$ cat config.mk
export PLATFORM = sky130hd
export DESIGN_NAME = mem_arbiter_flat
export DESIGN_NICKNAME = d
export VERILOG_FILES = /design/src/rtl/mem_arbiter_if.sv /design/src/rtl/mem_arbiter.sv /design/src/flat_wrapper.sv
export SDC_FILE = /design/constraint.sdc
export NUM_CORES = 1
export LEC_CHECK = 0
export BUFFER_PORTS_ARGS = -buffer_cell sky130_fd_sc_hd__buf_2
export CAP_MARGIN = 20
export CORE_AREA = 3 3 151 153
export CTS_BUF_LIST = sky130_fd_sc_hd__clkbuf_4 sky130_fd_sc_hd__clkbuf_8 sky130_fd_sc_hd__clkbuf_16
export CTS_CLUSTER_SIZE = 16
export DETAILED_ROUTE_END_ITERATION = 7
export DIE_AREA = 0 0 154 156
export SLEW_MARGIN = 20
export SYNTH_ARGS = -nofsm -noshare
export SYNTH_HDL_FRONTEND = slang
export SYNTH_SLANG_ARGS = --single-unit
$ cat constraint.sdc
create_clock -name clk -period 2.8 [get_ports clk]
set_input_delay 0.42 -clock clk [delete_from_list [all_inputs] [get_ports clk]]
set_output_delay 0.42 -clock clk [all_outputs]
set_load 0.01 [all_outputs]
$ cat src/rtl/mem_arbiter_if.sv
// Core-array and RAM-side bus of the shared-RAM arbiter.
// master: requesting cores plus the RAM model; slave: the arbiter.
interface mem_arbiter_if #(
  parameter int unsigned WIDTH      = 32,
  parameter int unsigned NUM_CORES  = 4,
  parameter int unsigned IDX_WIDTH  = 2,
  parameter int unsigned ADDR_WIDTH = 16
);
  logic [NUM_CORES-1:0]       core_request;
  logic [NUM_CORES-1:0]       core_wren;
  logic [NUM_CORES*WIDTH-1:0] core_address;
  logic [NUM_CORES*WIDTH-1:0] core_writedata;
  logic [NUM_CORES-1:0]       core_response;
  logic [WIDTH-1:0]           core_readdata;
  logic [ADDR_WIDTH-1:0]      mem_address;
  logic                       mem_wren;
  logic [WIDTH-1:0]           mem_writedata;
  logic [WIDTH-1:0]           mem_readdata;
  logic                       busy;
  logic [IDX_WIDTH-1:0]       grant_index;

  modport master (
    output core_request, core_wren, core_address, core_writedata, mem_readdata,
    input  core_response, core_readdata, mem_address, mem_wren, mem_writedata,
           busy, grant_index
  );

  modport slave (
    input  core_request, core_wren, core_address, core_writedata, mem_readdata,
    output core_response, core_readdata, mem_address, mem_wren, mem_writedata,
           busy, grant_index
  );
endinterface

$ cat src/rtl/mem_arbiter.sv
// Round-robin arbiter sharing one single-port RAM between NUM_CORES cores,
// one transaction in flight, one-cycle response pulse to the granted core.
module mem_arbiter #(
  parameter int unsigned WIDTH       = 32,
  parameter int unsigned NUM_CORES   = 4,
  parameter int unsigned IDX_WIDTH   = 2,
  parameter int unsigned ADDR_WIDTH  = 16,
  parameter int unsigned MEM_LATENCY = 1
) (
  input logic          clk,
  input logic          rst_n,
  mem_arbiter_if.slave bus
);

  localparam int unsigned CNT_W = (MEM_LATENCY < 1) ? 1 : $clog2(MEM_LATENCY + 1);

  typedef enum logic [1:0] {IDLE, ACCESS, RESP} state_t;

  state_t                 state_q, state_d;
  logic [IDX_WIDTH-1:0]   rr_last_q, rr_last_d;
  logic [IDX_WIDTH-1:0]   grant_q, grant_d;
  logic                   wren_q, wren_d;
  logic [CNT_W-1:0]       cnt_q, cnt_d;
  logic [NUM_CORES-1:0]   resp_q, resp_d;
  logic [WIDTH-1:0]       rdata_q, rdata_d;
  logic [ADDR_WIDTH-1:0]  addr_q, addr_d;
  logic [WIDTH-1:0]       wd_q, wd_d;
  logic                   mem_wren_q, mem_wren_d;
  logic                   busy_q, busy_d;

  logic [IDX_WIDTH-1:0]   pick;
  logic [IDX_WIDTH-1:0]   cand;
  logic                   found;

  // First requester after rr_last; index arithmetic wraps since NUM_CORES is 2^IDX_WIDTH.
  always_comb begin
    pick  = rr_last_q;
    cand  = '0;
    found = 1'b0;
    for (int unsigned i = 1; i <= NUM_CORES; i++) begin
      cand = rr_last_q + IDX_WIDTH'(i);
      if (!found && bus.core_request[cand]) begin
        pick  = cand;
        found = 1'b1;
      end
    end
  end

  // Next-state and next-output logic.
  always_comb begin
    state_d    = state_q;
    rr_last_d  = rr_last_q;
    grant_d    = grant_q;
    wren_d     = wren_q;
    cnt_d      = cnt_q;
    resp_d     = '0;
    rdata_d    = rdata_q;
    addr_d     = addr_q;
    wd_d       = wd_q;
    mem_wren_d = 1'b0;

    case (state_q)
      IDLE: begin
        if (found) begin
          grant_d    = pick;
          addr_d     = bus.core_address[32'(pick) * WIDTH +: ADDR_WIDTH];
          wd_d       = bus.core_writedata[32'(pick) * WIDTH +: WIDTH];
          wren_d     = bus.core_wren[pick];
          mem_wren_d = bus.core_wren[pick];
          cnt_d      = '0;
          state_d    = ACCESS;
        end
      end
      ACCESS: begin
        if (wren_q) begin
          resp_d[grant_q] = 1'b1;
          state_d         = RESP;
        end else if (cnt_q == CNT_W'(MEM_LATENCY)) begin
          rdata_d         = bus.mem_readdata;
          resp_d[grant_q] = 1'b1;
          state_d         = RESP;
        end else begin
          cnt_d = cnt_q + CNT_W'(1);
        end
      end
      RESP: begin
        rr_last_d = grant_q;
        state_d   = IDLE;
      end
      default: state_d = IDLE;
    endcase

    busy_d = (state_d != IDLE);
  end

  always_ff @(posedge clk) begin
    if (!rst_n) begin
      state_q    <= IDLE;
      rr_last_q  <= IDX_WIDTH'(NUM_CORES - 1);
      grant_q    <= '0;
      wren_q     <= 1'b0;
      cnt_q      <= '0;
      resp_q     <= '0;
      rdata_q    <= '0;
      addr_q     <= '0;
      wd_q       <= '0;
      mem_wren_q <= 1'b0;
      busy_q     <= 1'b0;
    end else begin
      state_q    <= state_d;
      rr_last_q  <= rr_last_d;
      grant_q    <= grant_d;
      wren_q     <= wren_d;
      cnt_q      <= cnt_d;
      resp_q     <= resp_d;
      rdata_q    <= rdata_d;
      addr_q     <= addr_d;
      wd_q       <= wd_d;
      mem_wren_q <= mem_wren_d;
      busy_q     <= busy_d;
    end
  end

  assign bus.core_response = resp_q;
  assign bus.core_readdata = rdata_q;
  assign bus.mem_address   = addr_q;
  assign bus.mem_writedata = wd_q;
  assign bus.mem_wren      = mem_wren_q;
  assign bus.busy          = busy_q;
  assign bus.grant_index   = grant_q;

endmodule

$ cat src/flat_wrapper.sv
// flat-port wrapper written by rule: the top's interface ports become plain ports
module mem_arbiter_flat 
#(
  parameter int unsigned WIDTH       = 32,
  parameter int unsigned NUM_CORES   = 4,
  parameter int unsigned IDX_WIDTH   = 2,
  parameter int unsigned ADDR_WIDTH  = 16,
  parameter int unsigned MEM_LATENCY = 1
)
  (clk, rst_n, bus_core_request, bus_core_wren, bus_core_address, bus_core_writedata, bus_mem_readdata, bus_core_response, bus_core_readdata, bus_mem_address, bus_mem_wren, bus_mem_writedata, bus_busy, bus_grant_index);
  mem_arbiter_if #(.WIDTH(WIDTH), .NUM_CORES(NUM_CORES), .IDX_WIDTH(IDX_WIDTH), .ADDR_WIDTH(ADDR_WIDTH)) bus_i ();
  input logic clk;
  input logic rst_n;
  input wire logic [$bits(bus_i.core_request)-1:0] bus_core_request;
  input wire logic [$bits(bus_i.core_wren)-1:0] bus_core_wren;
  input wire logic [$bits(bus_i.core_address)-1:0] bus_core_address;
  input wire logic [$bits(bus_i.core_writedata)-1:0] bus_core_writedata;
  input wire logic [$bits(bus_i.mem_readdata)-1:0] bus_mem_readdata;
  output wire logic [$bits(bus_i.core_response)-1:0] bus_core_response;
  output wire logic [$bits(bus_i.core_readdata)-1:0] bus_core_readdata;
  output wire logic [$bits(bus_i.mem_address)-1:0] bus_mem_address;
  output wire logic [$bits(bus_i.mem_wren)-1:0] bus_mem_wren;
  output wire logic [$bits(bus_i.mem_writedata)-1:0] bus_mem_writedata;
  output wire logic [$bits(bus_i.busy)-1:0] bus_busy;
  output wire logic [$bits(bus_i.grant_index)-1:0] bus_grant_index;
  assign bus_i.core_request = bus_core_request;
  assign bus_i.core_wren = bus_core_wren;
  assign bus_i.core_address = bus_core_address;
  assign bus_i.core_writedata = bus_core_writedata;
  assign bus_i.mem_readdata = bus_mem_readdata;
  assign bus_core_response = bus_i.core_response;
  assign bus_core_readdata = bus_i.core_readdata;
  assign bus_mem_address = bus_i.mem_address;
  assign bus_mem_wren = bus_i.mem_wren;
  assign bus_mem_writedata = bus_i.mem_writedata;
  assign bus_busy = bus_i.busy;
  assign bus_grant_index = bus_i.grant_index;
  mem_arbiter #(.WIDTH(WIDTH), .NUM_CORES(NUM_CORES), .IDX_WIDTH(IDX_WIDTH), .ADDR_WIDTH(ADDR_WIDTH), .MEM_LATENCY(MEM_LATENCY)) u_core (.clk(clk), .rst_n(rst_n), .bus(bus_i));
endmodule
Word level (Yosys, flattened, before mapping):

Cells that the tools add are included.

* equal/unequal tests: 4
* mux-type cells: 30
* shifts and indexed selects: 2
* add/subtract/negate cells: 4
* bitwise logic cells: 1
* $lt $le $gt $ge: 7
* reductions and logical operators: 15

Operators with widths (number)
* $shiftx A128 B8 Y16: 1
* $shiftx A128 B8 Y32: 1
* $lt A2 B3 Y1 const B: 6
* $mux W2: 7
* $mux W1: 13
* $bmux W1 S2: 5
* $reduce_and A3 Y1: 3
* $mux W4: 2
* $add A2 B2 Y2 const B: 2
* $logic_and A1 B1 Y1: 4
* $pmux W2 S2: 1
* $reduce_and A2 Y1: 2
* $reduce_bool A2 Y1: 2
* $logic_not A1 Y1: 3
* $add A2 B1 Y2 const B: 1
* $demux W1 S2: 1
* $eq A2 B1 Y1 const B: 1
* $eq A2 B2 Y1 const B: 1
* $ge A2 B1 Y1 const B: 1
* $logic_not A2 Y1: 1
* $ne A2 B1 Y1 const B: 1
* $ne A2 B2 Y1 const B: 1
* $pmux W1 S2: 1
* $add A1 B1 Y1 const B: 1
* $not A1 Y1: 1

* output and inout bits: 88
* input port bits: 298
* logic and storage cells: 74
* bits in registers: 94

Longest topological paths before layout:

* depth in word-level cells: 16
* depth in mapped cells: 8
* depth with buffers taken out: 5

Worst setup path after synthesis:

OpenSTA, ideal clock, no wires.

* path type: input -> register
* from: in bus_core_request[1]
* to: reg u_core.wd_q[12] (netlist: u_core.bus.mem_writedata[12])
* buffers on the path: 2
* data required time: 2673 ps
* arrival: 1715 ps
* setup slack: 958 ps
* stages on the path: 7
* library setup time: 127 ps
* path through: or4_1 -> and3_1 -> nor3b_1 -> buf_6 -> buf_6 -> o21ai_2 -> o211ai_2

* cells in the longest elaborated chain, start to end: 13
* elaborated cells on any way between the ends: 24
* classes of those cells: shift (1); mux (16); reduce/logical (7)

Ends and longest elaborated chain
* from (decl): RTL line flat_wrapper.sv:14 `input wire logic [$bits(bus_i.core_request)-1:0] bus_core_request;`
* $bmux W1 S2: RTL line mem_arbiter.sv:42 `if (!found && bus.core_request[cand]) begin`
* $mux W1 (not written as such): RTL line mem_arbiter.sv:42
* $mux W1: RTL line mem_arbiter.sv:42
* $logic_not A1 Y1: RTL line mem_arbiter.sv:42
* $logic_and A1 B1 Y1: RTL line mem_arbiter.sv:42
* $mux W1: RTL line mem_arbiter.sv:42
* $logic_not A1 Y1: RTL line mem_arbiter.sv:42
* $logic_and A1 B1 Y1: RTL line mem_arbiter.sv:42
* $mux W1: RTL line mem_arbiter.sv:42
* $logic_not A1 Y1: RTL line mem_arbiter.sv:42
* $logic_and A1 B1 Y1: RTL line mem_arbiter.sv:42
* $mux W2 or $mux W1 (tied branches): RTL line mem_arbiter.sv:42
* $shiftx A128 B8 Y32 or $reduce_and A2 Y1 (tied branches)
* to (signal assigned): RTL line mem_arbiter.sv:118 `wd_q <= wd_d;`
* to (decl): RTL line mem_arbiter.sv:27 `logic [WIDTH-1:0] wd_q, wd_d;`

Several ways; a longest one is shown, not always the timed one. The select of a mux whose other input is x is not followed.
A chain may end at the register's enable or synchronous reset.

Worst setup path in the final report:

* from: reg u_core.rr_last_q[0]
* to: reg u_core.addr_q[8] (netlist: u_core.bus.mem_address[8])

* cells in the longest elaborated chain, start to end: 14
* elaborated cells on any way between the ends: 27
* classes of those cells: add/sub (3); shift (1); mux (16); reduce/logical (7)

Ends and longest elaborated chain
* from (decl): RTL line mem_arbiter.sv:20 `logic [IDX_WIDTH-1:0] rr_last_q, rr_last_d;`
* from (signal assigned): RTL line mem_arbiter.sv:99 `rr_last_q <= IDX_WIDTH'(NUM_CORES - 1);`
* from (signal assigned): RTL line mem_arbiter.sv:111 `rr_last_q <= rr_last_d;`
* $add A2 B1 Y2: RTL line mem_arbiter.sv:41 `cand = rr_last_q + IDX_WIDTH'(i);`
* $bmux W1 S2: RTL line mem_arbiter.sv:42
* $mux W1 (not written as such): RTL line mem_arbiter.sv:42
* $mux W1: RTL line mem_arbiter.sv:42
* $logic_not A1 Y1: RTL line mem_arbiter.sv:42
* $logic_and A1 B1 Y1: RTL line mem_arbiter.sv:42
* $mux W1: RTL line mem_arbiter.sv:42
* $logic_not A1 Y1: RTL line mem_arbiter.sv:42
* $logic_and A1 B1 Y1: RTL line mem_arbiter.sv:42
* $mux W1: RTL line mem_arbiter.sv:42
* $logic_not A1 Y1: RTL line mem_arbiter.sv:42
* $logic_and A1 B1 Y1: RTL line mem_arbiter.sv:42
* $mux W2 or $mux W1 (tied branches): RTL line mem_arbiter.sv:42
* $shiftx A128 B8 Y16 or $reduce_and A2 Y1 (tied branches)
* to (signal assigned): RTL line mem_arbiter.sv:117 `addr_q <= addr_d;`
* to (decl): RTL line mem_arbiter.sv:26 `logic [ADDR_WIDTH-1:0] addr_q, addr_d;`

Several ways; a longest one is shown, not always the timed one. The select of a mux whose other input is x is not followed.

==> results.cfg <==
[outcome]
outcome = finished clean

[drt]
drc = 0
viasPerCell = 4.80
first_pass_iters = 4
avgRoutedWirePerCell_microns = 17.3
routed_wl_mm = 20.4
vias = 5656
final_antenna_net_count = 0
drt_iter0_drc = 267

[grt]
overflow = 0
grt_pass1_wl_mm = 30.9
antenna_found_initial = 2
grt_pass1_vias = 5571
grt_use_total_pct = 16.2
grt_max_degree = 49

[clocking]
ctsHoldBuffers = 0
clk_latency_ns = 0.35
clk_pin_slew_worst_paths_ns = 0.07
cts.repair.resized = 0
numCtsBuffers = 9
h-tree-depth = 3
cts.sinks = 94
clock_path_buffers = 2
cts_setup_buffers = 0
cts_tree = built
root_buffer = clkbuf_16

[timing]
fmax_ghz = 0.480
finalSetupTns_ns = 0
fin_crit_sh_pct = 74.3
drv_slew = 0
worst_pin_slew_ns = 0.608
fin_worst_skew_ns = 0.0102
period_minus_slack_ns = 2.08
finalSetupViolations = 0
final_hold_viol_count = 0
relSlewSlack_pct = 59.4
rsz0062_at_grt = no

[floorplan]
die_w_microns = 154
io_pins = 386
die_area_sq_um = 24000
rows = 54
core_sq_um = 21700
die_h_microns = 156
start_util_pct = 24.5

[setup_path]
worst_ep_required_time_ns = 3.03
r2r_setup_slack_ns = 0.72
worst_setup_path_start_kind = flop
cp-endpoint = u_core.bus.mem_address[8]
cp-end-kind = flop
r2r-end = u_core.bus.mem_address[8]
r2r-start = u_core.rr_last_q[0]
cp_max_fo = 24
startpoint = u_core.rr_last_q[0]
r2r_cells = 7
crit_arrival_ns = 2.31
worst-setup-path-type = flop to flop

[placement]
port_buffers = 321
dp_cells = 1162
hpwl_mm = 14.8
gp_congestion = 0.789
dpl_cell_area_sq_um = 7270

[power_and_ir_drop]
leakage_nw = 3.53
p_per_area_nw_per_um2 = 524
finalPower_mw = 3.97
peakVddDrop_mv = 0.310

[logic_synthesis]
synthFlopType = dfxtp_1
ys_types = 35
synth_edf_count = 0
syn_area_sq_um = 5310
avgSynthCellArea_sq_um = 8.88
yosys_register_bits = 94
async_reset_ff_share_pct = 0
synthCells = 598
synth_warnings = 0
syn_nets = 896
ys_seq_area_share_pct = 35.4

[final_layout]
utilization_pct = 35.0
drive_gt1_share_pct = 46.1
nets = 1191
stdcell_count = 1178
area_growth_syn_to_layout_pct = 42.8
final_area_sq_um = 7580
fillers = 2301
diodes = 0

[min_path]
hold_path.class = input port to flop

[job]
maxCapViolCount = 0
[report_power, final]
part / leakage, nW / internal [mW] / switching [mW]
registers: 0.770 / 1.48 / 0.0779
clock network: 0.151 / 0.724 / 0.603
logic: 2.61 / 0.510 / 0.574
total: 3.53 / 2.72 / 1.25
[worst min path at each step]
stage	start	to	slack, ns	cells after the start
CTS	bus_mem_readdata[10]	u_core.bus.core_readdata[10]	0.29	3
finish	bus_mem_readdata[10]	u_core.bus.core_readdata[10]	0.31	3
detailed placement	u_core.bus.core_readdata[25]	u_core.bus.core_readdata[25]	0.45	2
floorplan	u_core.bus.core_readdata[10]	u_core.bus.core_readdata[10]	0.49	2
global placement	u_core.bus.core_readdata[10]	u_core.bus.core_readdata[10]	0.45	2
global route	bus_mem_readdata[12]	u_core.bus.core_readdata[12]	0.31	3
[state kept, by name, summed over array words and instances, names as in the netlist, 2 cells and up]
signal	cells
u_core.rr_last_q	2
u_core.bus.core_response	4
u_core.state_q	2
u_core.bus.grant_index	2
u_core.bus.mem_address	16
u_core.bus.core_readdata	32
u_core.bus.mem_writedata	32
[critical path: stages (launching register included)]
cell and delay, ns:
dfxtp_1 0.40, nor2b_1 0.12, o21a_2 0.26, nor3_2 0.29
buf_12 0.24, buf_12 0.22, mux2i_1 0.29, o211ai_1 0.11
[cell families (layout without fill, tap and decap cells)]
logic type	count (synthesis)	count (layout)	share of synthesized area, %
muxes	53	53	9.99
DFF	94	94	35.4
AOI/OAI and AO/OA	188	188	28.6
and+or+nand+nor	198	198	19.9
buffers and inverters	65	365	6.10
[synthesized netlist by cell type (5+ instances only)]
cell type	count	area, sq um
nand2_1	119	447
dfxtp_1	94	1880
mux2i_1	53	531
and4_1	48	420
o31a_1	48	420
clkbuf_1	38	143
a21boi_0	32	240
o211ai_1	29	218
o21ai_0	28	140
o211ai_2	20	250
o21ai_2	20	175
buf_2	13	65.1
buf_6	7	78.8
nor2_1	6	22.5
nand2b_1	5	31.3
nor2b_1	5	31.3
[area by class of cell]
| class | count | area, sq um | share of cell area (%) |
|---|---|---|---|
| multi-input combinational | 439 | 3150 | 41.6 |
| timing repair buffer | 348 | 1880 | 24.8 |
| sequential | 94 | 1880 | 24.8 |
| tap | 280 | 350 | 4.62 |
| clock buffer | 10 | 233 | 3.07 |
| clock inverter | 6 | 77.6 | 1.02 |
| inverter | 1 | 3.75 | 0.0495 |
[per-layer routing]
metal	track usage, %	share of wire, %	vias up
met5	0	0.13	-
met4	3.78	1.3	4
met3	4.60	7.2	18
met2	28.1	49	204
met1	19.9	43	2632
li1	-	-	2798
[placed cells by master, fill, tap and decap left out, types with 5 or more instances in the layout]
| cell type | Yosys | final |
|---|---|---|
| buf_12 | 0 | 6 |
| o31a_1 | 48 | 48 |
| clkbuf_16 | 0 | 9 |
| nand2b_1 | 5 | 5 |
| buf_4 | 2 | 21 |
| and4_1 | 48 | 48 |
| mux2i_1 | 53 | 53 |
| o21ai_2 | 20 | 20 |
| o211ai_2 | 20 | 20 |
| nand2_1 | 119 | 118 |
| a21boi_0 | 32 | 32 |
| buf_2 | 13 | 321 |
| o21ai_0 | 28 | 28 |
| nor2_1 | 6 | 6 |
| o211ai_1 | 29 | 29 |
| dfxtp_1 | 94 | 94 |
| nor2b_1 | 5 | 5 |
[stage by stage]
step                      worst slack (ns)  hold WS (ns)
after floorplan                      0.958         0.488
after global placement               0.522         0.448
after detailed placement             0.504         0.453
after CTS                            0.683         0.293
after global routing                 0.508         0.307
final                                0.718         0.311
No activity file was read; power rests on OpenSTA's default activity.
